`src/rtl/bp_wormhole_to_burst_if.sv`:
```
// Wormhole-link input and BedRock Burst output bundle for bp_wormhole_to_burst.
// master: the deserializer itself; slave: the link source / Burst consumer side.
interface bp_wormhole_to_burst_if #(
  parameter int unsigned flit_width_p    = 64,
  parameter int unsigned hdr_width_p     = 128,
  parameter int unsigned pr_data_width_p = 128
);
  logic [flit_width_p-1:0]    link_data_i;
  logic                       link_v_i;
  logic                       link_ready_and_o;
  logic [hdr_width_p-1:0]     pr_hdr_o;
  logic                       pr_hdr_v_o;
  logic                       pr_hdr_ready_and_i;
  logic                       pr_has_data_o;
  logic [pr_data_width_p-1:0] pr_data_o;
  logic                       pr_data_v_o;
  logic                       pr_data_ready_and_i;
  logic                       pr_last_data_o;

  modport master (
    input  link_data_i, link_v_i, pr_hdr_ready_and_i, pr_data_ready_and_i,
    output link_ready_and_o, pr_hdr_o, pr_hdr_v_o, pr_has_data_o,
           pr_data_o, pr_data_v_o, pr_last_data_o
  );

  modport slave (
    output link_data_i, link_v_i, pr_hdr_ready_and_i, pr_data_ready_and_i,
    input  link_ready_and_o, pr_hdr_o, pr_hdr_v_o, pr_has_data_o,
           pr_data_o, pr_data_v_o, pr_last_data_o
  );
endinterface

```
`src/rtl/bp_wormhole_to_burst.sv`:
```
// Wormhole receive endpoint: deserializes header flits then data flits into one
// Burst header beat followed by zero or more data beats.
module bp_wormhole_to_burst #(
  parameter int unsigned flit_width_p    = 64,
  parameter int unsigned cord_width_p    = 0,
  parameter int unsigned len_width_p     = 8,
  parameter int unsigned cid_width_p     = 0,
  parameter int unsigned pr_hdr_width_p  = 120,
  parameter int unsigned pr_data_width_p = 128,
  parameter int unsigned hdr_width_p     = cord_width_p + len_width_p + cid_width_p + pr_hdr_width_p
) (
  input  logic                   clk_i,
  input  logic                   reset_i,
  bp_wormhole_to_burst_if.master bus
);

  localparam int unsigned hdr_len_lp   = hdr_width_p / flit_width_p;
  localparam int unsigned beat_len_lp  = pr_data_width_p / flit_width_p;
  localparam int unsigned max_len_lp   = (hdr_len_lp > beat_len_lp) ? hdr_len_lp : beat_len_lp;
  localparam int unsigned idx_width_lp = (max_len_lp > 1) ? $clog2(max_len_lp) : 1;

  typedef enum logic [1:0] {
    e_hdr_collect  = 2'd0,
    e_hdr_send     = 2'd1,
    e_data_collect = 2'd2,
    e_data_send    = 2'd3
  } state_e;

  state_e                     state_q, state_d;
  logic [idx_width_lp-1:0]    idx_q, idx_d;
  logic [len_width_p-1:0]     rem_q, rem_d;
  logic [hdr_width_p-1:0]     hdr_q, hdr_d;
  logic [pr_data_width_p-1:0] data_q, data_d;
  logic                       has_data_q, has_data_d;
  logic                       last_q, last_d;

  logic                       link_ready;
  logic                       link_accept;
  logic [len_width_p-1:0]     len_field;

  // Ready depends only on the collect states; reset forces it low in the same cycle.
  assign link_ready  = ~reset_i & ((state_q == e_hdr_collect) | (state_q == e_data_collect));
  assign link_accept = bus.link_v_i & link_ready;
  assign len_field   = bus.link_data_i[cord_width_p +: len_width_p];

  assign bus.link_ready_and_o = link_ready;
  assign bus.pr_hdr_o         = hdr_q;
  assign bus.pr_hdr_v_o       = (state_q == e_hdr_send);
  assign bus.pr_has_data_o    = has_data_q;
  assign bus.pr_data_o        = data_q;
  assign bus.pr_data_v_o      = (state_q == e_data_send);
  assign bus.pr_last_data_o   = last_q;

  always_ff @(posedge clk_i) begin
    if (reset_i) begin
      state_q    <= e_hdr_collect;
      idx_q      <= '0;
      rem_q      <= '0;
      hdr_q      <= '0;
      data_q     <= '0;
      has_data_q <= 1'b0;
      last_q     <= 1'b0;
    end else begin
      state_q    <= state_d;
      idx_q      <= idx_d;
      rem_q      <= rem_d;
      hdr_q      <= hdr_d;
      data_q     <= data_d;
      has_data_q <= has_data_d;
      last_q     <= last_d;
    end
  end

  always_comb begin
    state_d    = state_q;
    idx_d      = idx_q;
    rem_d      = rem_q;
    hdr_d      = hdr_q;
    data_d     = data_q;
    has_data_d = has_data_q;
    last_d     = last_q;

    unique case (state_q)
      e_hdr_collect: begin
        if (link_accept) begin
          for (int k = 0; k < int'(hdr_len_lp); k++) begin
            if (idx_q == idx_width_lp'(k)) hdr_d[k*flit_width_p +: flit_width_p] = bus.link_data_i;
          end
          // len counts every flit minus one; keep only the data flits still to come
          if (idx_q == '0) rem_d = len_field - len_width_p'(hdr_len_lp - 1);
          if (idx_q == idx_width_lp'(hdr_len_lp - 1)) begin
            state_d    = e_hdr_send;
            idx_d      = '0;
            has_data_d = (rem_d != '0);
          end else begin
            idx_d = idx_q + idx_width_lp'(1);
          end
        end
      end

      e_hdr_send: begin
        if (bus.pr_hdr_ready_and_i) begin
          state_d    = has_data_q ? e_data_collect : e_hdr_collect;
          has_data_d = 1'b0;
        end
      end

      e_data_collect: begin
        if (link_accept) begin
          for (int k = 0; k < int'(beat_len_lp); k++) begin
            if (idx_q == idx_width_lp'(k)) data_d[k*flit_width_p +: flit_width_p] = bus.link_data_i;
          end
          if (rem_q != '0) rem_d = rem_q - len_width_p'(1);
          if (idx_q == idx_width_lp'(beat_len_lp - 1)) begin
            state_d = e_data_send;
            idx_d   = '0;
            last_d  = (rem_d == '0);
          end else begin
            idx_d = idx_q + idx_width_lp'(1);
          end
        end
      end

      e_data_send: begin
        if (bus.pr_data_ready_and_i) begin
          state_d = last_q ? e_hdr_collect : e_data_collect;
          last_d  = 1'b0;
        end
      end

      default: state_d = e_hdr_collect;
    endcase
  end

`ifndef SYNTHESIS
  // Guard against illegal geometry and malformed len fields.
  always_ff @(posedge clk_i) begin
    if (!reset_i) begin
      assert ((hdr_width_p % flit_width_p == 0) && (pr_data_width_p % flit_width_p == 0))
        else $fatal(1, "bp_wormhole_to_burst: widths are not flit multiples");
      if ((state_q == e_hdr_collect) && link_accept && (idx_q == '0)) begin
        assert (32'(len_field) >= hdr_len_lp - 1)
          else $error("bp_wormhole_to_burst: len shorter than header");
        assert (((32'(len_field) + 1 - hdr_len_lp) % beat_len_lp) == 0)
          else $error("bp_wormhole_to_burst: data flits not a beat multiple");
      end
    end
  end
`endif

endmodule

```
`src/flat_wrapper.sv`:
```
// flat-port wrapper written by rule: the top's interface ports become plain ports
module bp_wormhole_to_burst_flat 
#(
  parameter int unsigned flit_width_p    = 64,
  parameter int unsigned cord_width_p    = 0,
  parameter int unsigned len_width_p     = 8,
  parameter int unsigned cid_width_p     = 0,
  parameter int unsigned pr_hdr_width_p  = 120,
  parameter int unsigned pr_data_width_p = 128,
  parameter int unsigned hdr_width_p     = cord_width_p + len_width_p + cid_width_p + pr_hdr_width_p
)
  (clk_i, reset_i, bus_link_data_i, bus_link_v_i, bus_pr_hdr_ready_and_i, bus_pr_data_ready_and_i, bus_link_ready_and_o, bus_pr_hdr_o, bus_pr_hdr_v_o, bus_pr_has_data_o, bus_pr_data_o, bus_pr_data_v_o, bus_pr_last_data_o);
  bp_wormhole_to_burst_if #(.flit_width_p(flit_width_p), .hdr_width_p(hdr_width_p), .pr_data_width_p(pr_data_width_p)) bus_i ();
  input  logic clk_i;
  input  logic reset_i;
  input wire logic [$bits(bus_i.link_data_i)-1:0] bus_link_data_i;
  input wire logic [$bits(bus_i.link_v_i)-1:0] bus_link_v_i;
  input wire logic [$bits(bus_i.pr_hdr_ready_and_i)-1:0] bus_pr_hdr_ready_and_i;
  input wire logic [$bits(bus_i.pr_data_ready_and_i)-1:0] bus_pr_data_ready_and_i;
  output wire logic [$bits(bus_i.link_ready_and_o)-1:0] bus_link_ready_and_o;
  output wire logic [$bits(bus_i.pr_hdr_o)-1:0] bus_pr_hdr_o;
  output wire logic [$bits(bus_i.pr_hdr_v_o)-1:0] bus_pr_hdr_v_o;
  output wire logic [$bits(bus_i.pr_has_data_o)-1:0] bus_pr_has_data_o;
  output wire logic [$bits(bus_i.pr_data_o)-1:0] bus_pr_data_o;
  output wire logic [$bits(bus_i.pr_data_v_o)-1:0] bus_pr_data_v_o;
  output wire logic [$bits(bus_i.pr_last_data_o)-1:0] bus_pr_last_data_o;
  assign bus_i.link_data_i = bus_link_data_i;
  assign bus_i.link_v_i = bus_link_v_i;
  assign bus_i.pr_hdr_ready_and_i = bus_pr_hdr_ready_and_i;
  assign bus_i.pr_data_ready_and_i = bus_pr_data_ready_and_i;
  assign bus_link_ready_and_o = bus_i.link_ready_and_o;
  assign bus_pr_hdr_o = bus_i.pr_hdr_o;
  assign bus_pr_hdr_v_o = bus_i.pr_hdr_v_o;
  assign bus_pr_has_data_o = bus_i.pr_has_data_o;
  assign bus_pr_data_o = bus_i.pr_data_o;
  assign bus_pr_data_v_o = bus_i.pr_data_v_o;
  assign bus_pr_last_data_o = bus_i.pr_last_data_o;
  bp_wormhole_to_burst #(.flit_width_p(flit_width_p), .cord_width_p(cord_width_p), .len_width_p(len_width_p), .cid_width_p(cid_width_p), .pr_hdr_width_p(pr_hdr_width_p), .pr_data_width_p(pr_data_width_p), .hdr_width_p(hdr_width_p)) u_core (.clk_i(clk_i), .reset_i(reset_i), .bus(bus_i));
endmodule
```
`config.mk`:
```
export PLATFORM = sky130hd
export DESIGN_NAME = bp_wormhole_to_burst_flat
export DESIGN_NICKNAME = d
export VERILOG_FILES = /design/src/rtl/bp_wormhole_to_burst_if.sv /design/src/rtl/bp_wormhole_to_burst.sv /design/src/flat_wrapper.sv
export SDC_FILE = /design/constraint.sdc
export NUM_CORES = 1
export LEC_CHECK = 0
export ABC_AREA = 1
export CORE_ASPECT_RATIO = 1.25
export CORE_MARGIN = 4
export CORE_UTILIZATION = 45
export CTS_BUF_LIST = sky130_fd_sc_hd__clkbuf_2 sky130_fd_sc_hd__clkbuf_4 sky130_fd_sc_hd__clkbuf_8
export DETAILED_ROUTE_END_ITERATION = 10
export DONT_BUFFER_PORTS = 1
export REMOVE_ABC_BUFFERS = 1
export SKIP_CTS_REPAIR_TIMING = 1
export SLEW_MARGIN = 15
export SYNTH_ARGS = -nofsm -noshare
export SYNTH_HDL_FRONTEND = slang
export SYNTH_SLANG_ARGS = --single-unit
```
`constraint.sdc`:
```
create_clock -name clk_i -period 1.9 [get_ports clk_i]
set_input_delay 0.095 -clock clk_i [delete_from_list [all_inputs] [get_ports clk_i]]
set_output_delay 0.095 -clock clk_i [all_outputs]
set_load 0.1 [all_outputs]
```
* Word level (Yosys, flattened, before mapping) *
Cells that the tools add are included.

cells by class
  add/sub/neg operators = 3
  eq/ne operators = 9
  mux-type cells = 27
  bitwise logic cells = 5
  reductions and logical operators = 17

operator list
  operator             count
  $mux 8               8
  $mux 2               8
  $pmux 8 s2           1
  $reduce_bool 8->1    2
  $sub 8x1->8 const B  2
  $reduce_and 3->1     5
  $logic_not 8->1      1
  $ne 2x1->1 const B   4
  $pmux 2 s4           1
  $reduce_and 4->1     2
  $mux 1               7
  $reduce_and 6->1     1
  $reduce_bool 2->1    3
  $eq 2x2->1 const B   2
  $ne 2x2->1 const B   2
  $pmux 1 s2           2
  $and 1x1->1          2
  $eq 2x1->1 const B   1
  $logic_not 2->1      1
  $not 1->1            2
  $reduce_and 2->1     1
  $reduce_or 2->1      1
  $add 1x1->1 const B  1
  $or 1x1->1           1

storage, ports and cells
  register bits = 269
  input port bits = 69
  output and inout bits = 261

* Logic depth before layout (Yosys ltp) *
Gate-level depths: netlist (run 1).

  depth after elaboration = 10
  mapped depth = 12

* Least setup slack after synthesis (run 1) *
OpenSTA, ideal clock, no wires.

  kind = reg2reg
  start = reg u_core.state_q[0]
  end = reg u_core.hdr_q[100] (netlist: u_core.bus.pr_hdr_o[100])
  data arrival time = 1,856 ps
  data required time = 1,782 ps
  slack = -74 ps
  cell stages (with the launch flop) = 11
  period minus slack after synthesis = 1,974 ps
  path through = dfxtp_1 -> nor2_4 -> nand2_4 -> nor2_4 -> inv_4 -> nor2_4 -> inv_2 -> buf_6 -> buf_2 -> nor2_1 -> nor2_1

on the way
  word-level cells in the longest chain between the ends = 5
  elaborated cells on any way between the ends = 6
  those cells by class = 1 x eq/ne; 3 x bitwise; 2 x reduce/logical

ends and longest elaborated chain
  item                                           line                        text
  from (decl)                                    bp_wormhole_to_burst.sv:29  state_e state_q, state_d;
  from (signal assigned)                         bp_wormhole_to_burst.sv:56  state_q <= e_hdr_collect;
  from (signal assigned)                         bp_wormhole_to_burst.sv:64  state_q <= state_d;
  $eq 2x2->1 or $logic_not 2->1 (tied branches)  bp_wormhole_to_burst.sv:42  assign link_ready = ~reset_i & ((state_q == e_hdr_collect) | (state_q == e_data_collect));
  $or 1x1->1 (*)                                 bp_wormhole_to_burst.sv:42
  $and 1x1->1 (*)                                bp_wormhole_to_burst.sv:42
  via bus_link_ready_and_o                       flat_wrapper.sv:20          output wire logic [$bits(bus_i.link_ready_and_o)-1:0] bus_link_ready_and_o;
  $and 1x1->1 (*)                                bp_wormhole_to_burst.sv:43  assign link_accept = bus.link_v_i & link_ready;
  $reduce_and 3->1 (no line) (*)                 --
  to (signal assigned)                           bp_wormhole_to_burst.sv:67  hdr_q <= hdr_d;
  to (decl)                                      bp_wormhole_to_burst.sv:32  logic [hdr_width_p-1:0] hdr_q, hdr_d;

Mark *: on every way through the listed nets, which the timed path passes. The rest lies on a longest branch.
A chain may end at the register's enable or synchronous reset.

* Worst setup path in the final report (run 1) *
  start = reg u_core.state_q[0]
  end = reg u_core.idx_q

on the way
  word-level cells in the longest chain between the ends = 5
  elaborated cells on any way between the ends = 7
  those cells by class = 1 x eq/ne; 3 x bitwise; 3 x reduce/logical

ends and longest elaborated chain
  item                                           line                                                    text
  $eq 2x2->1 or $logic_not 2->1 (tied branches)  bp_wormhole_to_burst.sv:42, bp_wormhole_to_burst.sv:83
  $or 1x1->1                                     bp_wormhole_to_burst.sv:42
  $and 1x1->1                                    bp_wormhole_to_burst.sv:42
  $and 1x1->1                                    bp_wormhole_to_burst.sv:43
  $reduce_and 2->1 (no line) (*)                 --
  to (signal assigned)                           bp_wormhole_to_burst.sv:65                              idx_q <= idx_d;
  to (decl)                                      bp_wormhole_to_burst.sv:30                              logic [idx_width_lp-1:0] idx_q, idx_d;

Every way passes the cells marked *; elsewhere a longest branch is shown, timed or not.

==> results of run 1 <==
## through the flow
| step | worst slack (ns) | total power (W) | instance area, um2 | instances |
|---|---|---|---|---|
| after CTS | 0.1569 | 0.01303 | 12930 | 1831 |
| after global routing | -0.03541 | 0.01366 | 13820 | 1919 |
| after floorplan | -1.322 | 0.007596 | 9452 | 1197 |
| after global placement | 0.2171 | 0.008081 | 12080 | 1760 |
| after detailed placement | 0.1641 | 0.008091 | 12080 | 1760 |
| final | 0.1204 | 0.01318 | 13820 | 1919 |
## layer usage
| metal | vias up | GRT usage | wire length, um |
|---|---|---|---|
| li1 | 4811 | - | - |
| met1 | 4528 | 0.2820 | 12690 |
| met2 | 421 | 0.4259 | 16980 |
| met3 | 90 | 0.07100 | 2885 |
| met4 | 0 | 0.1143 | 1531 |
| met5 | - | 0 | 0 |
## registers in the layout, summed over array words and instances (netlist names)
signal / count
u_core.bus.pr_data_o: 128
u_core.bus.pr_has_data_o: 1
u_core.bus.pr_hdr_o: 128
u_core.bus.pr_last_data_o: 1
u_core.idx_q: 1
u_core.rem_q: 8
u_core.state_q: 2
## worst register-to-register path: cells and delay by family, from the launching register on
family	cells	cell delay [ns]
AND/OR/NAND/NOR	4	0.48
flip-flops	1	0.38
buffers and inverters	3	0.86
## power by group
group	internal, W	switching (W)
clock network	0.00277	0.00220
registers	0.00581	0.0000665
logic	0.000527	0.00181
## cells by family after synthesis
family,synth area share
buffers and inverters,0.06355
adder cells (fa/ha/maj),0.003776
AO/OA/AOI/OAI,0.1635
XOR/XNOR,0.0008811
flip-flops,0.5417
AND/OR/NAND/NOR,0.2267
## Yosys cell counts (5+ instances only)
cell / n / area [um2]
nand3_1: 27 / 135.1
buf_4: 7 / 52.55
nor2_1: 470 / 1764
a21oi_1: 42 / 210.2
inv_1: 30 / 112.6
clkbuf_1: 42 / 157.7
buf_2: 17 / 85.08
buf_6: 17 / 191.4
nand2_1: 58 / 217.7
dfxtp_1: 269 / 5385
o21ai_0: 252 / 1261
inv_2: 5 / 18.77
o21ai_1: 14 / 70.07
o31ai_1: 6 / 45.04
## area by class of cell
class	instances	area [um2]	share of cell area
Clock buffer	68	835.8	0.06046
Tap cell	279	349.1	0.02525
Timing Repair Buffer	372	3161	0.2286
Inverter	37	146.4	0.01059
Multi-Input combinational cell	891	3925	0.2839
Sequential cell	269	5385	0.3895
Clock inverter	3	22.52	0.001629
## worst min path at each step
| stage | from | to | cells after the start |
|---|---|---|---|
| after detailed placement | reset_i | u_core.rem_q[7] | 1 |
| after CTS | reset_i | u_core.rem_q[7] | 1 |
| after global placement | reset_i | u_core.rem_q[7] | 1 |
| final | bus_link_data_i[6] | u_core.rem_q[6] | 5 |
| after floorplan | reset_i | u_core.bus.pr_has_data_o | 1 |
| after global routing | reset_i | u_core.bus.pr_data_o[86] | 4 |
==> flow_metrics.py, run 1 <==
metrics = {
    "status": {
        "outcome": "complete, but fails checks",
        "violations": "negative hold slack",
    },
    "die": {
        "core_area_um2": 21620,
        "die_x_um": 140.9,
        "start_util": 0.4598,
        "io-pin-count": 330,
        "dieHeight_um": 174.2,
        "dieArea_um2": 24550,
        "core.rowCount": 60,
    },
    "logic_synthesis": {
        "synth_cell_type_count": 30,
        "synthCells": 1281,
        "yosysSeqAreaShare": 0.5417,
        "syn-cell-area_um2": 9942,
        "syn_avg_cell_area_um2": 7.761,
        "ys_ff_latch": 269,
        "synth_edf_count": 0,
        "synthArstFlopShare": 0,
        "ys.flop_type": "dfxtp_1",
        "yosys_warnings": 0,
    },
    "grt": {
        "grt_start_max_net_pins": 71,
        "overflow": 0,
        "antenna_found_initial": 0,
        "grt_pass1_wl_um": 49610,
        "grt.total_usage": 0.2474,
        "grt_pass1_vias": 9054,
    },
    "worst_setup_path": {
        "r2r_cells": 7,
        "critical_path_required_ns": 2.36,
        "startpoint": "u_core.state_q[0]",
        "critPathKind": "reg2reg",
        "cp.depth": 7,
        "crit_fanout": 15,
        "cp_top_family": "buffers and inverters",
        "startpoint_type": "flip-flop",
        "crit_arrival_ns": 2.24,
        "worstReg2RegStart": "u_core.state_q[0]",
        "cp-endpoint": "u_core.idx_q",
        "cp_cell_sequence": "nor2_4, nand2_4, inv_1, buf_4, nor2_1, nor3_1, dlygate4sd3_1",
        "max_stage_delay_ns": 0.58,
        "reg2reg_to": "u_core.idx_q",
        "r2r_setup_slack_ns": 0.12,
        "slowest_stage": "dlygate4sd3_1",
        "cp-end-kind": "flip-flop",
        "worstPathBufferInverterCount": 3,
    },
    "routing": {
        "viasPerCell": 5.133,
        "routedWlPerCell_um": 17.76,
        "ant_nets": 0,
        "drt_first_pass_iters": 5,
        "drc_errors": 0,
        "vias": 9850,
        "drt_iter0_drc": 728,
        "routed_wl_um": 34090,
    },
    "clocking": {
        "clock_latency_ns": 0.55,
        "clock_sinks": 269,
        "cts.reportedPaths.clkPinSlew_ns": 0.06,
        "cts_tree": "yes",
        "clock-root-buffer": "clkbuf_8",
        "htree_num_levels": 2,
        "clk_path_buf_depth": 3,
        "numCtsBuffers": 42,
    },
    "layout": {
        "drive_gt1_frac": 0.2268,
        "final_nets": 1685,
        "antenna_cells": 0,
        "final_core_util": 0.6394,
        "final_cell_mix": "nor2_1 (470), buf_4 (273), dfxtp_1 (269)",
        "final_common_cell": "nor2_1",
        "area_delta_synth_final_pct": 39.05,
        "fill_cells": 1940,
    },
    "sta": {
        "setup_tns_ns": 0,
        "finalMaxSlewViolations": 0,
        "slew-limit-headroom": 0.2987,
        "fin_crit_sh": 0.9366,
        "setup_violations": 0,
        "layout_min_cycle_time_ns": 1.780,
        "fin_worst_skew_ns": 0.02990,
        "fmax_ghz": 0.5619,
        "finalHoldViolCount": 3,
        "tightest_slew_ns": 1.049,
        "whs_ns": -0.02445,
    },
    "flow_run": {
        "drv_cap": 0,
    },
    "power_and_ir_drop": {
        "leakagePower_nw": 6.681,
        "power_density_nw_per_um2": 953.5,
        "ir_drop_mv": 0.7040,
    },
    "placed_design": {
        "numPortBuffers": 0,
        "gp_congestion": 0.9275,
        "dpl.hpwl_um": 21340,
    },
    "hold_path": {
        "hp-class": "in2reg",
    },
}
No activity file was read; power rests on OpenSTA's default activity.
==> inputs of run 2 (changes only) <==
--- a/config.mk
+++ b/config.mk
@@ -7,7 +7,6 @@
 export LEC_CHECK = 0
 export ABC_AREA = 1
 export CORE_ASPECT_RATIO = 1.25
-export CORE_MARGIN = 4
 export CORE_UTILIZATION = 45
 export CTS_BUF_LIST = sky130_fd_sc_hd__clkbuf_2 sky130_fd_sc_hd__clkbuf_4 sky130_fd_sc_hd__clkbuf_8
 export DETAILED_ROUTE_END_ITERATION = 10
==> flow_metrics.py, run 2 (same netlist as run 1, synthesis figures left out) <==
metrics = {
    "die": {
        "dieHeight_um": 168.2,
        "io-pin-count": 330,
        "start_util": 0.4598,
        "die_x_um": 134.9,
        "core_area_um2": 21620,
        "dieArea_um2": 22700,
        "core.rowCount": 60,
    },
    "grt": {
        "grt_pass1_wl_um": 47630,
        "grt_pass1_vias": 8763,
        "grt.total_usage": 0.2649,
        "grt_start_max_net_pins": 70,
        "overflow": 0,
        "antenna_found_initial": 0,
    },
    "layout": {
        "antenna_cells": 0,
        "final_core_util": 0.6347,
        "fin_area_um2": 13720,
        "drive_gt1_frac": 0.2314,
        "area_delta_synth_final_pct": 38.03,
        "final_common_cell": "nor2_1",
        "stdcell_count": 1908,
        "final_nets": 1670,
        "final_cell_mix": "nor2_1 (470), buf_4 (275), dfxtp_1 (269)",
    },
    "clocking": {
        "cts.reportedPaths.clkPinSlew_ns": 0.06,
        "clk_path_buf_depth": 3,
        "clock_sinks": 269,
        "numCtsBuffers": 43,
        "clock_latency_ns": 0.54,
        "htree_num_levels": 2,
        "cts_tree": "yes",
        "clock-root-buffer": "clkbuf_8",
    },
    "power_and_ir_drop": {
        "seq_power_share": 0.438,
        "intPower_w": 0.009367,
        "switchingPower_w": 0.004065,
        "leakagePower_nw": 6.652,
        "swShare": 0.3026,
        "ir_drop_mv": 0.8344,
        "power_density_nw_per_um2": 978.8,
        "power_frac_comb": 0.170,
        "power.share.clock": 0.392,
    },
    "worst_setup_path": {
        "max_stage_delay_ns": 0.56,
        "cp_cell_sequence": "nor2_4, nand2_4, inv_1, buf_4, nor2_1, nor3_1, dlygate4sd3_1",
        "crit_arrival_ns": 2.17,
        "crit_fanout": 15,
        "slowest_stage": "dlygate4sd3_1",
        "critPathKind": "reg2reg",
        "cp-end-kind": "flip-flop",
        "startpoint_type": "flip-flop",
        "critical_path_required_ns": 2.31,
    },
    "placed_design": {
        "place_inst": 1760,
        "gp_congestion": 0.9350,
        "place_area_um2": 12050,
        "numPortBuffers": 0,
        "dp_slack_ns": 0.2328,
        "dpl.hpwl_um": 19990,
    },
    "hold_path": {
        "hp-class": "in2reg",
    },
    "routing": {
        "vias": 9687,
        "drt_iter0_drc": 623,
        "drc_errors": 0,
        "ant_nets": 0,
        "routedWlPerCell_um": 16.71,
        "drt_first_pass_iters": 5,
        "routed_wl_um": 31890,
        "viasPerCell": 5.077,
    },
    "sta": {
        "setup_violations": 0,
        "slew-limit-headroom": 0.6390,
        "worst_slack_ns": 0.1449,
        "fin_crit_sh": 0.9237,
        "rsz0062_at_grt": "no",
        "fmax_ghz": 0.5698,
        "tightest_slew_ns": 0.5398,
        "layout_min_cycle_time_ns": 1.755,
        "finalMaxSlewViolations": 0,
        "finalHoldViolCount": 0,
        "fin_worst_skew_ns": 0.01348,
    },
    "status": {
        "outcome": "completed",
    },
    "flow_run": {
        "drv_cap": 0,
    },
}
## run 2: path summary, 6_finish.rpt
kind / start / to / slack [ns] / cells past startpoint
worst max-delay path: u_core.state_q[0] / u_core.idx_q / 0.14 / 7
worst min register to register: u_core.bus.pr_hdr_o[118] / u_core.bus.pr_hdr_o[118] / 0.52 / 2
worst min-delay path: bus_pr_data_ready_and_i / u_core.state_q[1] / 0.001 / 5
worst max register to register: u_core.state_q[0] / u_core.idx_q / 0.14 / 7
## run 2: worst max-delay path, delay by kind of cell, from the launching register on
family                 cells  cell delay (ns)
buffers and inverters      3             0.82
and+or+nand+nor            4             0.36
DFF                        1             0.47
## run 2: power groups by stage
stage,Clock [W],Sequential [W],Combinational (W)
finish,0.00526,0.00588,0.00229
global placement,0,0.00600,0.00208
floorplan,0,0.00712,0.000479
CTS,0.00537,0.00588,0.00209
global route,0.00564,0.00589,0.00240
detailed placement,0,0.00600,0.00209
## run 2: metrics by stage
stage	power, W	hold slack (ns)	setup TNS (ns)
detailed placement	0.008084	0.1717	0
CTS	0.01334	-0.3928	0
finish	0.01343	0.001132	0
global route	0.01394	0.008941	0
global placement	0.008078	0.1722	0
floorplan	0.007596	0.1641	-328.48
## run 2: routing by layer
| metal | track usage | vias to the layer above | part of all wire |
|---|---|---|---|
| met5 | 0 | - | 0 |
| met4 | 0.1163 | 0 | 0.037 |
| met3 | 0.07678 | 69 | 0.079 |
| met2 | 0.4520 | 392 | 0.49 |
| met1 | 0.3054 | 4426 | 0.39 |
| li1 | - | 4800 | - |
## run 2: area by class of cell
class / count / area, um2
Fill cell: 1838 / 7898
Sequential cell: 269 / 5385
Multi-Input combinational cell: 891 / 3925
Timing Repair Buffer: 356 / 2975
Clock buffer: 72 / 922.1
Tap cell: 279 / 349.1
Inverter: 37 / 146.4
Clock inverter: 4 / 20.02
==> inputs of run 3 (changes only) <==
--- a/config.mk
+++ b/config.mk
@@ -7,10 +7,11 @@
 export LEC_CHECK = 0
 export ABC_AREA = 1
 export CORE_ASPECT_RATIO = 1.25
-export CORE_UTILIZATION = 45
+export CORE_UTILIZATION = 60
 export CTS_BUF_LIST = sky130_fd_sc_hd__clkbuf_2 sky130_fd_sc_hd__clkbuf_4 sky130_fd_sc_hd__clkbuf_8
 export DETAILED_ROUTE_END_ITERATION = 10
 export DONT_BUFFER_PORTS = 1
+export PLACE_DENSITY = 0.76
 export REMOVE_ABC_BUFFERS = 1
 export SKIP_CTS_REPAIR_TIMING = 1
 export SLEW_MARGIN = 15
==> flow_metrics.py, run 3 (same netlist as run 1, synthesis figures left out) <==
metrics = {
    "status": {
        "outcome": "complete, but fails checks",
        "violations": "negative hold slack",
    },
    "sta": {
        "worst_slack_ns": 0.05208,
        "setup_violations": 0,
        "finalHoldViolCount": 1,
        "fin_crit_sh": 0.9726,
        "whs_ns": -0.01900,
        "fmax_ghz": 0.5411,
        "fin_worst_skew_ns": 0.01662,
        "finalMaxSlewViolations": 0,
        "slew-limit-headroom": 0.5333,
        "tightest_slew_ns": 0.6977,
        "layout_min_cycle_time_ns": 1.848,
    },
    "clocking": {
        "numCtsBuffers": 40,
        "cts.reportedPaths.clkPinSlew_ns": 0.07,
        "clk_path_buf_depth": 3,
        "clock_latency_ns": 0.54,
        "htree_num_levels": 2,
        "clock-root-buffer": "clkbuf_8",
        "clock_sinks": 269,
        "cts_tree": "yes",
    },
    "layout": {
        "area_delta_synth_final_pct": 35.09,
        "drive_gt1_frac": 0.2289,
        "fill_cells": 884,
        "final_cell_mix": "nor2_1 (470), buf_4 (277), dfxtp_1 (269)",
        "final_nets": 1661,
        "final_common_cell": "nor2_1",
    },
    "grt": {
        "grt_start_max_net_pins": 101,
        "grt_pass1_vias": 9338,
        "antenna_found_initial": 1,
        "grt_pass1_wl_um": 46660,
        "grt.total_usage": 0.3491,
        "overflow": 0,
    },
    "placed_design": {
        "dpl.hpwl_um": 19280,
        "numPortBuffers": 0,
        "dp_slack_ns": 0.1494,
        "gp_congestion": 0.9196,
    },
    "worst_setup_path": {
        "startpoint_type": "flip-flop",
        "critical_path_required_ns": 2.37,
        "critPathKind": "reg2reg",
        "crit_fanout": 39,
        "crit_arrival_ns": 2.31,
        "cp-end-kind": "flip-flop",
    },
    "routing": {
        "drc_errors": 0,
        "drt_first_pass_iters": 8,
        "viasPerCell": 5.757,
        "drt_iter0_drc": 1156,
        "routedWlPerCell_um": 18.88,
        "ant_nets": 0,
        "vias": 10581,
        "routed_wl_um": 34700,
    },
    "die": {
        "core.rowCount": 52,
        "core_area_um2": 16200,
        "start_util": 0.6137,
        "io-pin-count": 330,
        "dieHeight_um": 145.9,
        "dieArea_um2": 17090,
        "die_x_um": 117.1,
    },
    "power_and_ir_drop": {
        "ir_drop_mv": 0.9426,
        "power_density_nw_per_um2": 974.9,
        "leakagePower_nw": 6.547,
    },
    "hold_path": {
        "hp-class": "in2reg",
    },
    "flow_run": {
        "drv_cap": 0,
    },
}
==> run 3: changes by cell type in the layout (fill, tap and decap cells not counted) <==
cell	previous run	this run
clkbuf_4	11	17
clkinv_4	0	1
clkinvlp_4	0	2
buf_12	10	4
dlygate4sd3_1	71	69
diode_2	0	1
clkbuf_8	61	49
buf_4	275	277
clkinv_2	4	5
==> run 3: per-stage QoR <==
| step | TNS, ns | instance area (um2) | util | instances | power (W) |
|---|---|---|---|---|---|
| finish | 0 | 13430 | 0.8290 | 1838 | 0.01309 |
| floorplan | -328.48 | 9452 | - | 1197 | 0.007596 |
| detailed placement | 0 | 11890 | 0.7337 | 1694 | 0.008056 |
| CTS | 0 | 12740 | 0.7862 | 1768 | 0.01286 |
| global placement | 0 | 11890 | 0.7337 | 1694 | 0.008033 |
| global route | -0.1022 | 13430 | 0.8290 | 1838 | 0.01344 |
==> run 3: area by class of cell <==
type / count / area (um2) / share of cell area
inverters: 37 / 146.4 / 0.01090
clock inverters: 8 / 48.80 / 0.003633
repair buffers: 350 / 2850 / 0.2122
diodes: 1 / 2.502 / 0.0001863
multi-input cells: 891 / 3925 / 0.2922
flip-flops and latches: 269 / 5385 / 0.4010
clock buffers: 66 / 802.0 / 0.05972
well taps: 216 / 270.3 / 0.02012
==> run 3: worst max-delay path: stages, from the launching register on <==
cell and delay, ns:
dfxtp_1 0.39, nor2_4 0.16, nand2_4 0.10, nor2_4 0.14, inv_4 0.07, nor2_8 0.09, buf_4 0.40, o21ai_0 0.25
a21oi_1 0.18
==> run 3: power by group <==
part           internal, W  total, W  switching (W)
clock network      0.00268   0.00492        0.00224
registers          0.00581   0.00589      0.0000833
logic             0.000482   0.00228        0.00180
==> run 3: layer usage <==
layer	wire, um	GRT usage	up-vias
met2	16920	0.5870	735
met3	3450	0.1041	190
li1	-	-	4771
met4	2224	0.2158	0
met1	12100	0.3787	4885
met5	0	0	-
==> run 3: path summary, 6_finish.rpt <==
kind / start / end / slack [ns] / cells after the start
worst max-delay path: u_core.state_q[0] / u_core.bus.pr_data_o[67] / 0.05 / 8
worst min-delay path: bus_link_data_i[5] / u_core.rem_q[5] / -0.02 / 5
worst max register to register: u_core.state_q[0] / u_core.bus.pr_data_o[67] / 0.05 / 8
worst min register to register: u_core.rem_q[7] / u_core.rem_q[7] / 0.51 / 2
